<file path="config.mk">
export PLATFORM = sky130hd
export DESIGN_NAME = scr1_imem_arb2_flat
export DESIGN_NICKNAME = d
export VERILOG_FILES = /design/src/rtl/scr1_imem_arb2_pkg.sv /design/src/rtl/scr1_imem_arb2_if.sv /design/src/rtl/scr1_arb2_rr.sv /design/src/rtl/scr1_imem_arb2.sv /design/src/flat_wrapper.sv
export SDC_FILE = /design/constraint.sdc
export NUM_CORES = 1
export LEC_CHECK = 0
export CAP_MARGIN = 20
export CORE_MARGIN = 8
export CORE_UTILIZATION = 23
export CTS_BUF_LIST = sky130_fd_sc_hd__clkbuf_8
export CTS_CLUSTER_DIAMETER = 200
export DETAILED_ROUTE_END_ITERATION = 7
export PLACE_DENSITY = 0.9
export SLEW_MARGIN = 20
export SYNTH_ARGS = -nofsm -noshare
export SYNTH_HDL_FRONTEND = slang
export SYNTH_HIERARCHICAL = 1
export SYNTH_SLANG_ARGS = --single-unit
</file>
<file path="constraint.sdc">
create_clock -name clk -period 2.24 [get_ports clk]
set_clock_uncertainty 0.05 [all_clocks]
set_input_delay 0.336 -clock clk [delete_from_list [all_inputs] [get_ports clk]]
set_output_delay 0.336 -clock clk [all_outputs]
set_load 0.05 [all_outputs]
</file>
<file path="src/rtl/scr1_imem_arb2_pkg.sv">
// rtl/scr1_imem_arb2_pkg.sv - shared memory-interface types and widths for the IMEM arbiter
package scr1_imem_arb2_pkg;

    localparam int SCR1_IMEM_AWIDTH = 32;
    localparam int SCR1_IMEM_DWIDTH = 32;

    typedef enum logic [1:0] {
        SCR1_MEM_CMD_RD    = 2'b00,
        SCR1_MEM_CMD_WR    = 2'b01,
        SCR1_MEM_CMD_ERROR = 2'b11
    } type_scr1_mem_cmd_e;

    typedef enum logic [1:0] {
        SCR1_MEM_RESP_NOTRDY = 2'b00,
        SCR1_MEM_RESP_RDY_OK = 2'b01,
        SCR1_MEM_RESP_RDY_ER = 2'b10
    } type_scr1_mem_resp_e;

endpackage

</file>
<file path="src/rtl/scr1_imem_arb2_if.sv">
// rtl/scr1_imem_arb2_if.sv - req/ack address phase plus resp/rdata data phase bundle
interface scr1_imem_arb2_if;
    import scr1_imem_arb2_pkg::*;

    logic                          req;
    logic                          req_ack;
    type_scr1_mem_cmd_e            cmd;
    logic [SCR1_IMEM_AWIDTH-1:0]   addr;
    logic [SCR1_IMEM_DWIDTH-1:0]   rdata;
    type_scr1_mem_resp_e           resp;

    // The side that issues requests
    modport master (
        output req, cmd, addr,
        input  req_ack, rdata, resp
    );

    // The side that accepts requests and returns responses
    modport slave (
        input  req, cmd, addr,
        output req_ack, rdata, resp
    );

endinterface

</file>
<file path="src/rtl/scr1_arb2_rr.sv">
// rtl/scr1_arb2_rr.sv - two-way grant with address-phase lock and round-robin pointer
module scr1_arb2_rr #(
    parameter bit RR_EN = 1'b1
) (
    input  logic       clk,
    input  logic       rst_n,
    input  logic [1:0] req_i,
    input  logic       issue_i,
    input  logic       accept_i,
    output logic       grant_o
);

    logic lock_q, lock_d;
    logic lock_id_q, lock_id_d;
    logic last_grant_q, last_grant_d;
    logic lock_hold;

    // The lock only pins the grant while its master keeps asking; a dropped
    // request reopens arbitration at once so a stale address is never issued.
    assign lock_hold = lock_q & req_i[lock_id_q];

    // Grant selection: lock, then single requester, then tie-break
    always_comb begin
        grant_o = 1'b0;
        if (lock_hold) begin
            grant_o = lock_id_q;
        end else if (req_i == 2'b01) begin
            grant_o = 1'b0;
        end else if (req_i == 2'b10) begin
            grant_o = 1'b1;
        end else if (req_i == 2'b11) begin
            grant_o = RR_EN ? ~last_grant_q : 1'b0;
        end
    end

    // Lock and pointer next state
    always_comb begin
        lock_d       = lock_q;
        lock_id_d    = lock_id_q;
        last_grant_d = last_grant_q;
        if (accept_i) begin
            lock_d       = 1'b0;
            last_grant_d = grant_o;
        end else if (issue_i) begin
            lock_d       = 1'b1;
            lock_id_d    = grant_o;
        end else if (lock_q && !req_i[lock_id_q]) begin
            lock_d       = 1'b0;
        end
    end

    // Lock and pointer registers; pointer resets to m1 so m0 wins the first tie
    always_ff @(posedge clk or negedge rst_n) begin
        if (!rst_n) begin
            lock_q       <= 1'b0;
            lock_id_q    <= 1'b0;
            last_grant_q <= 1'b1;
        end else begin
            lock_q       <= lock_d;
            lock_id_q    <= lock_id_d;
            last_grant_q <= last_grant_d;
        end
    end

endmodule

</file>
<file path="src/rtl/scr1_imem_arb2.sv">
// rtl/scr1_imem_arb2.sv - two-master arbiter for a single-outstanding IMEM read port
module scr1_imem_arb2
    import scr1_imem_arb2_pkg::*;
#(
    parameter bit SCR1_ARB_RR = 1'b1
) (
    input  logic                    rst_n,
    input  logic                    clk,
    scr1_imem_arb2_if.slave         m0,
    scr1_imem_arb2_if.slave         m1,
    scr1_imem_arb2_if.master        mem
);

    typedef enum logic {
        ARB_FSM_ADDR = 1'b0,
        ARB_FSM_DATA = 1'b1
    } type_arb_fsm_e;

    type_arb_fsm_e fsm_q, fsm_d;
    logic          owner_q, owner_d;
    logic          grant;
    logic          any_req;
    logic          slot_free;
    logic          mem_req;
    logic          handshake;

    // A new address phase may start when idle or in the cycle the current
    // transaction completes successfully; an error response costs one bubble.
    assign any_req   = m0.req | m1.req;
    assign slot_free = (fsm_q == ARB_FSM_ADDR) |
                       ((fsm_q == ARB_FSM_DATA) & (mem.resp == SCR1_MEM_RESP_RDY_OK));
    assign mem_req   = slot_free & any_req;
    assign handshake = mem_req & mem.req_ack;

    scr1_arb2_rr #(
        .RR_EN    (SCR1_ARB_RR)
    ) u_arb (
        .clk      (clk),
        .rst_n    (rst_n),
        .req_i    ({m1.req, m0.req}),
        .issue_i  (mem_req),
        .accept_i (handshake),
        .grant_o  (grant)
    );

    // Transaction state and owner registers
    always_ff @(posedge clk or negedge rst_n) begin
        if (!rst_n) begin
            fsm_q   <= ARB_FSM_ADDR;
            owner_q <= 1'b0;
        end else begin
            fsm_q   <= fsm_d;
            owner_q <= owner_d;
        end
    end

    // Next state: enter DATA on every handshake, leave on any final response
    always_comb begin
        fsm_d   = fsm_q;
        owner_d = owner_q;
        if (handshake) begin
            owner_d = grant;
        end
        case (fsm_q)
            ARB_FSM_ADDR: begin
                if (handshake) fsm_d = ARB_FSM_DATA;
            end
            ARB_FSM_DATA: begin
                case (mem.resp)
                    SCR1_MEM_RESP_NOTRDY: fsm_d = ARB_FSM_DATA;
                    SCR1_MEM_RESP_RDY_OK: fsm_d = handshake ? ARB_FSM_DATA : ARB_FSM_ADDR;
                    default:              fsm_d = ARB_FSM_ADDR;
                endcase
            end
            default: fsm_d = ARB_FSM_ADDR;
        endcase
    end

    // Outputs: steer the granted request out and the response back to its owner
    always_comb begin
        mem.req    = mem_req;
        mem.cmd    = any_req ? (grant ? m1.cmd : m0.cmd) : SCR1_MEM_CMD_ERROR;
        mem.addr   = grant ? m1.addr : m0.addr;
        m0.req_ack = handshake & ~grant;
        m1.req_ack = handshake &  grant;
        m0.rdata   = mem.rdata;
        m1.rdata   = mem.rdata;
        m0.resp    = SCR1_MEM_RESP_NOTRDY;
        m1.resp    = SCR1_MEM_RESP_NOTRDY;
        if (fsm_q == ARB_FSM_DATA) begin
            if (owner_q) m1.resp = mem.resp;
            else         m0.resp = mem.resp;
        end
    end

`ifdef SCR1_TRGT_SIMULATION
    // Protocol sanity: one ack at a time, clean request fields, quiet slave when idle
    always @(posedge clk) begin
        if (rst_n) begin
            assert (!(m0.req_ack && m1.req_ack));
            if (mem.req) assert (!$isunknown({mem.cmd, mem.addr}));
            if (fsm_q == ARB_FSM_ADDR) assert (mem.resp == SCR1_MEM_RESP_NOTRDY);
        end
    end
`endif

endmodule

</file>
<file path="src/flat_wrapper.sv">
// flat-port wrapper written by rule: the top's interface ports become plain ports
module scr1_imem_arb2_flat import scr1_imem_arb2_pkg::*;
#(
    parameter bit SCR1_ARB_RR = 1'b1
)
  (rst_n, clk, m0_req, m0_cmd, m0_addr, m0_req_ack, m0_rdata, m0_resp, m1_req, m1_cmd, m1_addr, m1_req_ack, m1_rdata, m1_resp, mem_req, mem_cmd, mem_addr, mem_req_ack, mem_rdata, mem_resp);
  scr1_imem_arb2_if m0_i ();
  scr1_imem_arb2_if m1_i ();
  scr1_imem_arb2_if mem_i ();
  input  logic rst_n;
  input  logic clk;
  input wire logic [$bits(m0_i.req)-1:0] m0_req;
  input wire logic [$bits(m0_i.cmd)-1:0] m0_cmd;
  input wire logic [$bits(m0_i.addr)-1:0] m0_addr;
  output wire logic [$bits(m0_i.req_ack)-1:0] m0_req_ack;
  output wire logic [$bits(m0_i.rdata)-1:0] m0_rdata;
  output wire logic [$bits(m0_i.resp)-1:0] m0_resp;
  input wire logic [$bits(m1_i.req)-1:0] m1_req;
  input wire logic [$bits(m1_i.cmd)-1:0] m1_cmd;
  input wire logic [$bits(m1_i.addr)-1:0] m1_addr;
  output wire logic [$bits(m1_i.req_ack)-1:0] m1_req_ack;
  output wire logic [$bits(m1_i.rdata)-1:0] m1_rdata;
  output wire logic [$bits(m1_i.resp)-1:0] m1_resp;
  output wire logic [$bits(mem_i.req)-1:0] mem_req;
  output wire logic [$bits(mem_i.cmd)-1:0] mem_cmd;
  output wire logic [$bits(mem_i.addr)-1:0] mem_addr;
  input wire logic [$bits(mem_i.req_ack)-1:0] mem_req_ack;
  input wire logic [$bits(mem_i.rdata)-1:0] mem_rdata;
  input wire logic [$bits(mem_i.resp)-1:0] mem_resp;
  assign m0_i.req = m0_req;
  assign m0_i.cmd = m0_cmd;
  assign m0_i.addr = m0_addr;
  assign m0_req_ack = m0_i.req_ack;
  assign m0_rdata = m0_i.rdata;
  assign m0_resp = m0_i.resp;
  assign m1_i.req = m1_req;
  assign m1_i.cmd = m1_cmd;
  assign m1_i.addr = m1_addr;
  assign m1_req_ack = m1_i.req_ack;
  assign m1_rdata = m1_i.rdata;
  assign m1_resp = m1_i.resp;
  assign mem_req = mem_i.req;
  assign mem_cmd = mem_i.cmd;
  assign mem_addr = mem_i.addr;
  assign mem_i.req_ack = mem_req_ack;
  assign mem_i.rdata = mem_rdata;
  assign mem_i.resp = mem_resp;
  scr1_imem_arb2 #(.SCR1_ARB_RR(SCR1_ARB_RR)) u_core (.rst_n(rst_n), .clk(clk), .m0(m0_i), .m1(m1_i), .mem(mem_i));
endmodule
</file>
==> impl_metrics.toml <==
[clock_tree]
clkSlewWorstSetupHoldPaths_ns = 0.04
cts.path.max_buffers = 2
cts_sinks = 5
numCtsBuffers = 3
post-cts-setup-buffers = 0
cts-root-buf = "clkbuf_8"
cts_tree = "done"
hold_buffers = 0
clock_latency_ns = 0.22
h-tree-depth = 1

[yosys]
synth_top_area_share_pct = 35.7
yosysTopAreaCell = "buf_4"
avgSynthCellArea_um2 = 9.69
syn_area_um2 = 1350
yosys.cell_types.count = 26
yosysWarningCount = 6
syn_nets = 246
ys_seq_area_share_pct = 9.39
syn_inst = 139
synth_seq_cells = 5
synth_area_leaders = "buf_4 (36%), mux2_4 (29%), dfrtp_1 (7.4%), mux2_2 (5.9%), buf_6 (3.3%)"

[critical_path]
setup.worst_path.start = "u_core/u_arb/lock_q"
r2r_slack_ns = 0.81
slowest_stage = "dfrtp_1"
startpoint_type = "flop"
crit_chain = "o211ai_1 > and2_4 > buf_12 > mux2_4 > buf_6"
cp_num_cells = 5
crit_family = "flip-flops"
cpPeakStageDelay_ns = 0.42
arrival_ns = 1.82
r2r_cells = 4
critical_path.max_fanout = 20
required_ns = 1.85
critical_path_class = "reg -> out"
rr_startpoint = "u_core/u_arb/last_grant_q"
crit_buf_inv = 2
end_kind = "output port"

[worst_hold_path]
hp-class = "in -> async"

[layout]
diodes = 0
nNetsFinal = 305
drive_above_1_share_pct = 46.7
n_fill_cell = 571
fin_area_um2 = 2280
area_delta_synth_final_pct = 69.7

[pwr]
switching_power_uw = 586
p_comb_share_pct = 76.4
power_leakage_uw = 0.00102
power.density_nw_per_um2 = 573
internal-power_uw = 724
power_frac_clock_pct = 12.4
swShare_pct = 44.7
p_total_uw = 1310
vdd_ir_drop_max_mv = 0.466
seq_power_share_pct = 11.2

[sta]
finalHoldViolCount = 0
slew_viol_final = 0
rsz0062_at_grt = "yes"
finalCritPeriodShare_pct = 98.6
period_needed_ns = 2.21
max_freq_ghz = 0.453
finalSetupViolCount = 0
relSlewSlack_pct = 75.4
worst_slew_pin_slew_ns = 0.370
finalSetupTns_ns = 0

[routing]
remaining_drc_errors = 0
dr.max_layer_used = "met4"
drt-total-wl_mm = 4.50
vias = 1129
wl_met3_um = 785
drt-met1-wl_mm = 1.43
ant_nets = 0
first_iter_violations = 8
wl_met2_mm = 2.21
detail_route.vias_per_cell = 4.15
firstDrtPassIters = 4
avgRoutedWirePerCell_um = 16.5

[floorplan]
core_um2 = 5780
die_h_um = 92.5
dieArea_um2 = 8560
start_util_pct = 23.3
ios = 212
die_w_um = 92.5
std_cell_rows = 28

[global_routing]
antenna_found_initial = 0
grt_usage_pct = 9.66
grt_start_max_net_pins = 21
grt_first_pass_wirelength_mm = 6.67
grt_pass1_vias = 1344
grt-ovfl-total = 0

[placement]
portBuffers = 115
gp_congestion = 0.821
post_dp_cell_area_um2 = 2140
hpwlAfterDp_mm = 3.97

[job]
max_cap_viol_count = 0

[status]
status = "finished clean"
[path summary, 6_finish.rpt]
| path | to |
|---|---|
| setup / recovery | mem_addr[24] |
| hold / removal | u_core/u_arb/lock_id_q |
| setup reg to reg | u_core/owner_q |
| hold reg to reg | u_core/u_arb/lock_q |
| max in group asynchronous | u_core/u_arb/last_grant_q |
| min in group clk | u_core/u_arb/lock_id_q |
[power by group through the flow]
stage | registers [uW] | logic [uW] | clock network (uW)
finish | 146 | 1000 | 162
global route | 150 | 1040 | 167
CTS | 146 | 968 | 164
detailed placement | 147 | 959 | 0
global placement | 146 | 949 | 0
floorplan | 137 | 904 | 0
[synthesized netlist by cell type]
| library cell | n |
|---|---|
| a21oi_1 | 3 |
| a21oi_4 | 1 |
| a31o_2 | 1 |
| and2_1 | 2 |
| and2b_2 | 1 |
| and3_1 | 1 |
| and3_2 | 1 |
| buf_4 | 64 |
| buf_6 | 4 |
| dfrtp_1 | 4 |
| dfstp_2 | 1 |
| inv_1 | 1 |
| mux2_1 | 1 |
| mux2_2 | 7 |
| mux2_4 | 26 |
| mux2i_1 | 3 |
| nand2_1 | 3 |
| nand2b_1 | 2 |
| nand2b_4 | 1 |
| nor2_1 | 4 |
| nor2b_1 | 2 |
| o211ai_1 | 1 |
| o21a_1 | 1 |
| o21ai_0 | 2 |
| o21ai_2 | 1 |
| o22ai_1 | 1 |
[worst reg2reg max path, stage by stage, from the launching register on]
cell	delay (ns)
dfstp_2	0.53
o211ai_1	0.11
and2_4	0.21
buf_6	0.15
mux2_4	0.25
[final cells by class]
type                    instances  area (um2)  share of cell area, %
repair buffers                122        1320                   57.9
flip-flops and latches          5         126                   5.53
inverters                       1        3.75                  0.164
clock buffers                   3        41.3                   1.81
well taps                      75        93.8                   4.11
multi-input cells              65         693                   30.3
clock inverters                 1        3.75                  0.164
[flip-flops by register name, summed over array words and instances (netlist names)]
| register | flops |
|---|---|
| u_core/u_arb/last_grant_q | 1 |
| u_core/u_arb/lock_id_q | 1 |
| u_core/fsm_q | 1 |
| u_core/owner_q | 1 |
| u_core/u_arb/lock_q | 1 |
[logic make-up (layout without fill, tap and decap cells)]
logic type	after synthesis	after routing	synth area share [%]
AO/OA/AOI/OAI	11	11	5.95
buffers and inverters	69	127	39.3
flip-flops	5	5	9.39
multiplexers	37	37	37.9
AND/OR/NAND/NOR	17	17	7.43
[stage by stage]
step	util, %	hold slack, ns	setup slack, ns	std cells
floorplan	-	-0.00959	0.106	139
global placement	37.1	0.521	0.000793	268
detailed placement	37.1	0.527	-0.0561	268
finish	39.5	0.289	0.0316	272
global route	39.5	0.300	-0.0220	272
CTS	38.0	0.296	-0.00471	272
[timing repair]
| item | CTS | global route |
|---|---|---|
| gates resized for setup | 3 | 26 |
| endpoints found under the setup margin | 27 | 33 |
| pin swaps | 0 | 0 |
[layer usage]
metal / vias to the layer above / track usage (%)
met1: 494 / 8.55
met3: 12 / 6.63
li1: 519 / -
met5: - / 0
met2: 104 / 17.1
met4: 0 / 3.22
[cells in the final DEF, fill, tap and decap left out, types with 4 or more instances in the layout]
master           netlist  layout
clkdlybuf4s50_1        0      73
dfrtp_1                4       4
mux2_2                 7       7
buf_6                  4      25
mux2_4                26      26
buf_12                 0      10
buf_4                 64      13
nor2_1                 4       4
Power figures use the tool's default switching activity.
